--- src/rtl/can_rx_packer_pkg.sv ---
// can_rx_packer_pkg
//   Shared constants for the CAN RX packer.
//   - Header word bit positions (IDE flag, 29-bit identifier).
//   - FIFO entry layout: {hdr, last, keep[3:0], data[31:0]} = 38 bits.
//   - Commit FSM state encodings.
//   - keep_mask(): MSB-aligned byte-valid mask for a word holding 1..4 bytes.
package can_rx_packer_pkg;

  localparam int HDR_IDE_BIT  = 31;
  localparam int HDR_ID_MSB   = 28;
  localparam int HDR_ID_LSB   = 0;

  localparam int FIFO_W       = 38;
  localparam int ENT_HDR_BIT  = 37;
  localparam int ENT_LAST_BIT = 36;
  localparam int ENT_KEEP_MSB = 35;
  localparam int ENT_KEEP_LSB = 32;

  typedef enum logic [1:0] {
    ST_IDLE = 2'd0,
    ST_HDR  = 2'd1,
    ST_D0   = 2'd2,
    ST_D1   = 2'd3
  } cmt_state_t;

  // Any count of 4 or more means a full word.
  function automatic logic [3:0] keep_mask(input logic [3:0] n_bytes);
    logic [3:0] m;
    case (n_bytes)
      4'd1:    m = 4'b1000;
      4'd2:    m = 4'b1100;
      4'd3:    m = 4'b1110;
      default: m = 4'b1111;
    endcase
    return m;
  endfunction

endpackage

--- src/rtl/can_rx_packer_fifo.sv ---
// can_rx_fifo
//   Synchronous show-ahead FIFO of 38-bit frame entries.
//   Ports:
//     clk, rstn            clock, async active-low reset
//     i_wr_en, i_wr_data   push one entry (ignored when full)
//     i_rd_en              pop the head entry (ignored when empty)
//     o_valid, o_rd_data   head entry present / head entry (zero when empty)
//     o_level              entries stored, 0..2**ASIZE
//   Pointers carry one extra wrap bit so full and empty are distinguishable.
module can_rx_fifo
  import can_rx_packer_pkg::*;
#(
  parameter int ASIZE = 6
) (
  input  logic              clk,
  input  logic              rstn,
  input  logic              i_wr_en,
  input  logic [FIFO_W-1:0] i_wr_data,
  input  logic              i_rd_en,
  output logic              o_valid,
  output logic [FIFO_W-1:0] o_rd_data,
  output logic [ASIZE:0]    o_level
);

  localparam int DEPTH = 1 << ASIZE;
  localparam logic [ASIZE:0] PTR_INC = (ASIZE+1)'(1);

  logic [FIFO_W-1:0] r_mem [DEPTH];
  logic [ASIZE:0]    r_wr_ptr;
  logic [ASIZE:0]    r_rd_ptr;
  logic              w_empty;
  logic              w_full;
  logic              w_push;
  logic              w_pop;

  assign w_empty = (r_wr_ptr == r_rd_ptr);
  assign w_full  = (r_wr_ptr[ASIZE] != r_rd_ptr[ASIZE]) &&
                   (r_wr_ptr[ASIZE-1:0] == r_rd_ptr[ASIZE-1:0]);
  assign w_push  = i_wr_en && !w_full;
  assign w_pop   = i_rd_en && !w_empty;

  // Storage has no reset so it maps onto RAM.
  always_ff @(posedge clk) begin
    if (w_push) begin
      r_mem[r_wr_ptr[ASIZE-1:0]] <= i_wr_data;
    end
  end

  always_ff @(posedge clk or negedge rstn) begin
    if (!rstn) begin
      r_wr_ptr <= '0;
      r_rd_ptr <= '0;
    end else begin
      if (w_push) r_wr_ptr <= r_wr_ptr + PTR_INC;
      if (w_pop)  r_rd_ptr <= r_rd_ptr + PTR_INC;
    end
  end

  assign o_valid   = !w_empty;
  // Gated so the outputs read zero while empty, including straight after reset.
  assign o_rd_data = w_empty ? '0 : r_mem[r_rd_ptr[ASIZE-1:0]];
  assign o_level   = r_wr_ptr - r_rd_ptr;

endmodule

--- src/rtl/can_rx_packer.sv ---
// can_rx_packer
//   Packs an unbuffered CAN RX byte stream into 32-bit words: one header word
//   followed by one or two data words per frame, queued in a show-ahead FIFO.
//   Frames that are oversize, do not fit, or arrive while a commit is busy
//   are dropped whole and counted.
//   Ports:
//     clk, rstn                         clock, async active-low reset
//     in_valid/in_last/in_data          byte stream, in_last on a frame's final byte
//     in_id/in_ide                      identifier and IDE flag, latched on first byte
//     out_valid/out_ready               head word handshake
//     out_data/out_keep/out_hdr/out_last head word, byte mask, header flag, frame end
//     fifo_level                        entries stored
//     drop_cnt/drop_pulse               saturating drop count, one-cycle drop strobe
//
//   state | meaning
//   IDLE  | no commit in progress, may accept a frame
//   HDR   | writing header word
//   D0    | writing data bytes 0..3
//   D1    | writing data bytes 4..7 (only when n > 4)
module can_rx_packer
  import can_rx_packer_pkg::*;
#(
  parameter int ASIZE = 6
) (
  input  logic           clk,
  input  logic           rstn,
  input  logic           in_valid,
  input  logic           in_last,
  input  logic [7:0]     in_data,
  input  logic [28:0]    in_id,
  input  logic           in_ide,
  output logic           out_valid,
  input  logic           out_ready,
  output logic [31:0]    out_data,
  output logic [3:0]     out_keep,
  output logic           out_hdr,
  output logic           out_last,
  output logic [ASIZE:0] fifo_level,
  output logic [15:0]    drop_cnt,
  output logic           drop_pulse
);

  localparam logic [ASIZE:0] DEPTH_L = (ASIZE+1)'(1 << ASIZE);
  localparam logic [ASIZE:0] NEED_SHORT = (ASIZE+1)'(2);
  localparam logic [ASIZE:0] NEED_LONG  = (ASIZE+1)'(3);

  // staging
  logic [3:0]  r_stg_cnt;
  logic [63:0] r_stg_bytes;
  logic [28:0] r_stg_id;
  logic        r_stg_ide;
  logic        r_stg_ovs;

  // commit
  cmt_state_t  r_state;
  logic [3:0]  r_cmt_cnt;
  logic [63:0] r_cmt_bytes;
  logic [28:0] r_cmt_id;
  logic        r_cmt_ide;
  logic [15:0] r_drop_cnt;
  logic        r_drop_pulse;

  logic              w_first;
  logic [28:0]       w_id;
  logic              w_ide;
  logic [3:0]        w_cnt;
  logic [63:0]       w_bytes;
  logic              w_ovs;
  logic              w_req;
  logic [ASIZE:0]    w_need;
  logic [ASIZE:0]    w_free;
  logic              w_accept;
  logic              w_drop;
  logic              w_wr_en;
  logic [FIFO_W-1:0] w_wr_data;
  logic [31:0]       w_hdr_word;
  logic              w_rd_valid;
  logic [FIFO_W-1:0] w_rd_data;
  logic [ASIZE:0]    w_level;

  // Staging content including the current byte, i.e. what a commit would see.
  assign w_first = (r_stg_cnt == 4'd0);

  always_comb begin
    w_id    = w_first ? in_id  : r_stg_id;
    w_ide   = w_first ? in_ide : r_stg_ide;
    w_cnt   = r_stg_cnt;
    w_bytes = r_stg_bytes;
    w_ovs   = r_stg_ovs;
    if (r_stg_cnt < 4'd8) begin
      w_bytes = r_stg_bytes | ({in_data, 56'd0} >> {r_stg_cnt[2:0], 3'b000});
      w_cnt   = r_stg_cnt + 4'd1;
    end else begin
      w_ovs = 1'b1;
    end
  end

  always_ff @(posedge clk or negedge rstn) begin
    if (!rstn) begin
      r_stg_cnt   <= '0;
      r_stg_bytes <= '0;
      r_stg_id    <= '0;
      r_stg_ide   <= 1'b0;
      r_stg_ovs   <= 1'b0;
    end else if (in_valid) begin
      if (in_last) begin
        r_stg_cnt   <= '0;
        r_stg_bytes <= '0;
        r_stg_id    <= '0;
        r_stg_ide   <= 1'b0;
        r_stg_ovs   <= 1'b0;
      end else begin
        r_stg_cnt   <= w_cnt;
        r_stg_bytes <= w_bytes;
        r_stg_id    <= w_id;
        r_stg_ide   <= w_ide;
        r_stg_ovs   <= w_ovs;
      end
    end
  end

  // Level is only trusted while IDLE: no write is in flight then, and pops
  // during the commit can only free more space.
  assign w_req    = in_valid && in_last;
  assign w_need   = (w_cnt > 4'd4) ? NEED_LONG : NEED_SHORT;
  assign w_free   = DEPTH_L - w_level;
  assign w_accept = w_req && !w_ovs && (r_state == ST_IDLE) && (w_free >= w_need);
  assign w_drop   = w_req && !w_accept;

  // Commit registers are loaded only on accept so a frame rejected while
  // busy cannot disturb the commit in progress.
  always_ff @(posedge clk or negedge rstn) begin
    if (!rstn) begin
      r_state      <= ST_IDLE;
      r_cmt_cnt    <= '0;
      r_cmt_bytes  <= '0;
      r_cmt_id     <= '0;
      r_cmt_ide    <= 1'b0;
      r_drop_cnt   <= '0;
      r_drop_pulse <= 1'b0;
    end else begin
      case (r_state)
        ST_IDLE: begin
          if (w_accept) begin
            r_state     <= ST_HDR;
            r_cmt_cnt   <= w_cnt;
            r_cmt_bytes <= w_bytes;
            r_cmt_id    <= w_id;
            r_cmt_ide   <= w_ide;
          end
        end
        ST_HDR:  r_state <= ST_D0;
        ST_D0:   r_state <= (r_cmt_cnt > 4'd4) ? ST_D1 : ST_IDLE;
        ST_D1:   r_state <= ST_IDLE;
        default: r_state <= ST_IDLE;
      endcase

      r_drop_pulse <= w_drop;
      if (w_drop && (r_drop_cnt != 16'hFFFF)) begin
        r_drop_cnt <= r_drop_cnt + 16'd1;
      end
    end
  end

  always_comb begin
    w_hdr_word = '0;
    w_hdr_word[HDR_IDE_BIT]           = r_cmt_ide;
    w_hdr_word[HDR_ID_MSB:HDR_ID_LSB] = r_cmt_id;
  end

  // One entry per non-IDLE cycle.
  always_comb begin
    w_wr_en   = (r_state != ST_IDLE);
    w_wr_data = '0;
    case (r_state)
      ST_HDR: w_wr_data = {1'b1, 1'b0, 4'b1111, w_hdr_word};
      ST_D0:  w_wr_data = {1'b0, (r_cmt_cnt <= 4'd4), keep_mask(r_cmt_cnt),
                           r_cmt_bytes[63:32]};
      ST_D1:  w_wr_data = {1'b0, 1'b1, keep_mask(r_cmt_cnt - 4'd4),
                           r_cmt_bytes[31:0]};
      default: w_wr_data = '0;
    endcase
  end

  can_rx_fifo #(
    .ASIZE (ASIZE)
  ) u_fifo (
    .clk       (clk),
    .rstn      (rstn),
    .i_wr_en   (w_wr_en),
    .i_wr_data (w_wr_data),
    .i_rd_en   (out_ready),
    .o_valid   (w_rd_valid),
    .o_rd_data (w_rd_data),
    .o_level   (w_level)
  );

  assign out_valid  = w_rd_valid;
  assign out_data   = w_rd_data[31:0];
  assign out_keep   = w_rd_data[ENT_KEEP_MSB:ENT_KEEP_LSB];
  assign out_hdr    = w_rd_data[ENT_HDR_BIT];
  assign out_last   = w_rd_data[ENT_LAST_BIT];
  assign fifo_level = w_level;
  assign drop_cnt   = r_drop_cnt;
  assign drop_pulse = r_drop_pulse;

endmodule

--- config.mk ---
export PLATFORM = sky130hd
export DESIGN_NAME = can_rx_packer
export DESIGN_NICKNAME = d
export VERILOG_FILES = /design/src/rtl/can_rx_packer_pkg.sv /design/src/rtl/can_rx_packer_fifo.sv /design/src/rtl/can_rx_packer.sv
export SDC_FILE = /design/constraint.sdc
export NUM_CORES = 2
export LEC_CHECK = 0
export CORE_MARGIN = 2
export CORE_UTILIZATION = 40
export DETAILED_ROUTE_END_ITERATION = 8
export GPL_TIMING_DRIVEN = 1
export PLACE_DENSITY_LB_ADDON = 0.25
export RECOVER_POWER = 25
export SLEW_MARGIN = 20
export SYNTH_ARGS = -nofsm -noshare
export SYNTH_HDL_FRONTEND = slang
export SYNTH_SLANG_ARGS = --single-unit
--- constraint.sdc ---
create_clock -name clk -period 11.5 [get_ports clk]
set_clock_uncertainty 0.2 [all_clocks]
set_input_delay 1.15 -clock clk [delete_from_list [all_inputs] [get_ports clk]]
set_output_delay 1.15 -clock clk [all_outputs]
set_load 0.05 [all_outputs]
## Word level (Yosys, flattened, before mapping)

Memory sizes are Yosys's and may differ from the RTL's.
Cells that the tools add are included.

- $add $sub $neg: 7
- Multiplexer cells: 20
- $lt $le $gt $ge: 5
- Eq/ne operators: 14
- Bitwise gates (word level): 1
- Shift operators: 1
- Reduce and logical (&&, ||, !) cells: 17

Operators with widths:

| kind | number |
|---|---|
| 64-bit 2-to-1 mux | 2 |
| 38-bit one-hot mux with 3 select lines | 1 |
| 64-bit bitwise OR | 1 |
| 64-bit by 6-bit right shift with 64-bit output | 1 |
| 29-bit 2-to-1 mux | 2 |
| 38-bit 2-to-1 mux | 1 |
| 3-bit one-hot mux with 3 select lines | 2 |
| 16-bit by 1-bit adder with 16-bit output, second input constant | 1 |
| 4-bit by 2-bit equality test with 1-bit output, second input constant | 4 |
| 16-bit != test, second input constant | 1 |
| 7-bit by 1-bit adder with 7-bit output, second input constant | 2 |
| 1-bit logical AND | 9 |
| 4-bit by 1-bit equality test with 1-bit output, second input constant | 2 |
| 4-bit by 3-bit > comparator with 1-bit output, second input constant | 2 |
| 4-bit 2-to-1 mux | 2 |
| 2-bit one-hot mux with 4 select lines | 1 |
| 7-bit equality test | 1 |
| 7-bit by 2-bit greater-or-equal comparator with 1-bit output | 1 |
| 1-bit 2-to-1 mux | 7 |
| 7-bit subtractor | 1 |
| 7-bit subtractor, first input constant | 1 |
| 6-bit equality test | 1 |
| 4-bit by 1-bit adder with 4-bit output, second input constant | 1 |
| 2-bit equality test, second input constant | 2 |
| 12 further kinds | 16 |

- Output and inout bits: 63
- Bits in writable memories: 2432
- Memories: 1
- Bits in registers: 230

Memories:

| memory | depth | width | rd ports | clocked after memory_dff | write ports | line | text |
|---|---|---|---|---|---|---|---|
| u_fifo.r_mem | 64 | 38 | 1 | 0 | 1 | can_rx_packer_fifo.sv:28 | `logic [FIFO_W-1:0] r_mem [DEPTH];` |

## Depth between registers and ports, before layout

- Depth in word-level cells: 9
- Gate-level depth with buffers: 17
- Mapped depth without buffers: 13

## Cells and area by module

From an unflattened synthesis, not the netlist that was laid out.

- Cell total of the unflattened synthesis: 5077
- Area total of the unflattened synthesis: 103092.6 um^2

Modules (own cells, without submodules):

| module | sequential area each (um^2) | instances | area each (um^2) | cells each |
|---|---|---|---|---|
| can_rx_fifo | 73380.4 | 1 | 93235.7 | 4061 |
| can_rx_packer | 5405.2 | 1 | 9857.0 | 1016 |

## Worst setup path after synthesis

No wires, ideal clock.

- Kind: register to register
- Start point: register u_fifo.r_rd_ptr[4]
- End point: memory u_fifo.r_mem[63][0] (enable)
- Clock period less this slack: 5.503 ns
- Library setup time: 0.433 ns
- Setup slack: 5.997 ns
- Stages on the path, launching flop included: 16
- Arrival: 4.869 ns
- Required time: 10.867 ns
- Buffers on the path: 7
- Cells stage by stage: dfrtp_1 inv_2 buf_4 buf_2 buf_2 clkbuf_1 buf_1 ha_1 nand2_1 nor3_1 a21oi_1 and2_0 clkbuf_1 nand3_1 clkbuf_1 nor2_1

- Longest elaborated chain between the ends: 6

RTL lines:

| element | line | text |
|---|---|---|
| from (decl) | can_rx_packer_fifo.sv:30 | `logic [ASIZE:0] r_rd_ptr;` |
| from (signal assigned) | can_rx_packer_fifo.sv:55 | `if (w_pop) r_rd_ptr <= r_rd_ptr + PTR_INC;` |
| 6-bit equality test | can_rx_packer_fifo.sv:38 | `(r_wr_ptr[ASIZE-1:0] == r_rd_ptr[ASIZE-1:0]);` |
| 1-bit logical AND | can_rx_packer_fifo.sv:37 | `assign w_full = (r_wr_ptr[ASIZE] != r_rd_ptr[ASIZE]) &&` |
| 1-bit zero test | can_rx_packer_fifo.sv:39 | `assign w_push = i_wr_en && !w_full;` |
| 1-bit logical AND | can_rx_packer_fifo.sv:39 |  |
| 1-bit 2-to-1 mux | can_rx_packer_fifo.sv:44 | `if (w_push) begin` |
| 1-bit 2-to-1 mux (not written as such) | can_rx_packer_fifo.sv:45 | `r_mem[r_wr_ptr[ASIZE-1:0]] <= i_wr_data;` |
| to (decl) | can_rx_packer_fifo.sv:28 |  |

Every way passes these cells.

==> run_results.csv <==
group,metric,value,unit
status,status,"complete, but fails checks",
status,violations,"capacitance limit, slew limit",
logic_synthesis,synthCells,4980,
floorplanning,row_count,186,
clocking,cts_tree,"built",
worst_setup_path,setup.worst_path.start_class,"input pin",
job,max-cap-violations,27,
drt,drt_first_pass_iters,5,
sta,fin_tns_setup,0,ns
power,leakage,0.0380,µW
worst_setup_path,critPathBufInv,2,
place,portBuffers,105,
logic_synthesis,avgSynthCellArea,20.8,µm²
logic_synthesis,synth_top_area_cell,"edfxtp_1",
logic_synthesis,synth.distinct_cells,56,
sta,hold_viol,0,
clocking,cts_hold_buf,0,
logic_synthesis,yosysSeqAreaShare,0.761,
grt,antenna_found_initial,14,
logic_synthesis,synth_common_cells,"edfxtp_1, mux4_2, nand2_1",
clocking,cts_resized,0,
drt,wire_per_inst,31.3,µm
worst_setup_path,crit_family,"buffers and inverters",
cells_and_area,ff_latch_area,78800,µm²
logic_synthesis,ys_ff_latch,2662,
sta,relSlewSlack,-3.38,
clocking,cts_setup_buffers,0,
worst_setup_path,path_cells,"clkbuf_1, clkbuf_1",
cells_and_area,drive_gt1_frac,0.254,
sta,fin_crit_sh,0.710,
clocking,insertion_delay,0.92,ns
worst_setup_path,critical_path.most_common_cell,"clkbuf_1",
clocking,cts_sinks,2662,
sta,min_period,8.16,ns
worst_setup_path,cp.arrival,8.25,ns
drt,ant_nets,0,
worst_setup_path,worst-setup-path-type,"input pin to asynchronous set/reset pin",
sta,max_slew.worst_pin.slew,6.57,ns
logic_synthesis,ys_warn_count,0,
logic_synthesis,syn_nets,5037,
grt,gr-usage-all-layers,0.208,
cells_and_area,fin_cells,8795,
floorplanning,dieArea,263000,µm²
worst_setup_path,cp.required,11.58,ns
worst_setup_path,max_stage_delay,4.47,ns
place,gp_congestion,0.764,
worst_setup_path,cpMaxStageDelayCell,"clkbuf_1",
grt,grt_pass1_wl,390000,µm
power,vdd_drop_max,0.316,mV
floorplanning,pin_count,106,
drt,drtIter0Drc,6188,
place,post-place-cells,8308,
logic_synthesis,synth_area_leaders,"edfxtp_1, mux4_2, dfrtp_1",
grt,grt_max_degree,148,
logic_synthesis,synth_top_area_frac,0.706,
sta,slew_violations,1698,
power,p_per_area,282,nW/µm²
cells_and_area,area_delta_synth_final,13.9,%
clocking,htree_levels,5,
grt,grt_pass1_vias,52000,
drt,wl,276000,µm
place,pre_cts_slack,4.83,ns
clocking,numCtsBuffers,289,
logic_synthesis,synth-main-ff-cell,"edfxtp_1",
clocking,clkTransAtPathRegs,0.06,ns
sta,timing.hold.ws,0.288,ns
logic_synthesis,syn_area,104000,µm²
cells_and_area,nFillCells,21300,
logic_synthesis,synth_edf_count,2432,
worst_hold_path,hold_path_class,"flip-flop to flip-flop",
sta,max_freq,123,MHz
drt,route.vias.total,51400,
sta,rsz0062_at_grt,"false",
drt,drc_errors,0,
sta,timing.final.ws_setup,3.34,ns
clocking,cts-root-buf,"clkbuf_16",
floorplanning,start_util,0.403,
cells_and_area,fin_nets,5272,
floorplanning,die_w,513,µm
grt,gr-total-overflow,0,
floorplanning,die_y,513,µm
worst_setup_path,end_kind,"asynchronous set/reset pin",
clocking,cts_buffer_depth,4,
cells_and_area,multi_input_area,23800,µm²
logic_synthesis,synth.most_common_cell,"edfxtp_1",
worst_setup_path,crit_fanout,106,
place,hpwlAfterDp,139000,µm
floorplanning,fp.coreArea,257000,µm²
sta,setup_violations,0,
drt,vias_per_cell,5.84,
logic_synthesis,async_reset_ff_frac,0.0864,
## sequential cells by signal (all words and copies together) (netlist names), 2 cells and up
register,flops
u_fifo.r_rd_ptr,7
r_state,2
r_stg_id,29
u_fifo.r_wr_ptr,7
drop_cnt,16
r_cmt_bytes,64
r_cmt_id,29
r_stg_bytes,64
r_cmt_cnt,4
r_stg_cnt,4
u_fifo.r_mem,2432
## layout make-up
class / count / share of cell area
Sequential cell: 2662 / 0.668
Clock inverter: 109 / 0.00787
Multi-Input combinational cell: 1958 / 0.202
Antenna cell: 6 / 0.000127
Timing Repair Buffer: 254 / 0.0184
Clock buffer: 372 / 0.0659
Inverter: 50 / 0.00172
Tap cell: 3384 / 0.0359
## cell usage in the layout, fill, tap and decap left out, types with 17 or more instances in the layout
master           synthesis  final
edfxtp_1              2432   2432
xor2_1                  18     18
a22o_2                   0     22
mux2_2                  31     31
inv_1                   47     45
a31oi_1                 35     34
a21oi_1                211    210
clkbuf_16                0    296
clkbuf_1               164     87
and3_1                  48     47
mux4_2                 732    732
buf_4                   23    125
a211oi_1                17     17
nor2_1                 263    199
nand2_1                269    269
nand3_1                 43     43
clkdlybuf4s50_1          0    102
and2_1                  21     19
clkinv_1                 0     50
dfrtp_1                230    224
a22oi_1                 30     30
mux2i_1                 22     22
clkinv_2                 0     33
o22ai_1                 30     30
nor2_4                   0     64
## worst reg2reg max path, cell delays in order (launching register included)
cell     delay (ns)
dfrtp_4        0.74
inv_6          0.45
buf_4          0.86
ha_1           0.49
nand2_1        0.13
nor3_1         0.05
a21oi_1        0.36
nor2b_1        0.31
nand3_1        0.69
nor2_4         0.86
buf_4          0.65
## where the power goes
part | switching (µW) | internal, µW
Sequential | 421 | 13000
Clock | 3640 | 5100
Combinational | 7130 | 4000
Total | 11200 | 22000
## logic make-up (layout without fill, tap and decap cells)
| kind of cell | Yosys count | count (layout) | synth area share |
|---|---|---|---|
| flip-flops | 2662 | 2662 | 0.761 |
| multiplexers | 789 | 789 | 0.165 |
| AND/OR/NAND/NOR | 707 | 707 | 0.0293 |
| AO/OA/AOI/OAI | 417 | 417 | 0.0250 |
| buffers and inverters | 360 | 785 | 0.0150 |
| XOR/XNOR | 31 | 31 | 0.00262 |
| adder cells (fa/ha/maj) | 14 | 14 | 0.00176 |
| other | 0 | 6 | 0 |
## per-layer routing
metal  wire length, µm  global-route usage  vias up
li1                  -                   -    20900
met1            117000               0.299    28100
met2            133000               0.331     1988
met3             19400              0.0334      377
met4              6360              0.0525        0
met5                 0                   0        -
## path summary, 6_finish.rpt
kind	slack [ns]	startpoint	to	cells after the start
max in group clk	3.86	u_fifo.r_rd_ptr[1]	out_last	7
hold / removal	0.29	u_fifo.r_wr_ptr[6]	u_fifo.r_wr_ptr[6]	1
setup reg to reg	5.28	u_fifo.r_rd_ptr[2]	u_fifo.r_mem[11][31]	10
setup / recovery	3.34	rstn	r_cmt_bytes[62]	2
min in group asynchronous	2.47	rstn	r_cmt_id[8]	1
hold reg to reg	0.29	u_fifo.r_wr_ptr[6]	u_fifo.r_wr_ptr[6]	1
## through the flow
step	utilization	total power (µW)	area (µm²)
2_1_floorplan	-	20600	104000
3_3_place_gp	0.425	24600	109000
3_5_place_dp	0.425	24700	109000
4_1_cts	0.459	33400	118000
5_1_grt	0.458	34500	118000
6_report	0.459	33200	118000
Note: power is estimated with default switching activity, not from simulation.
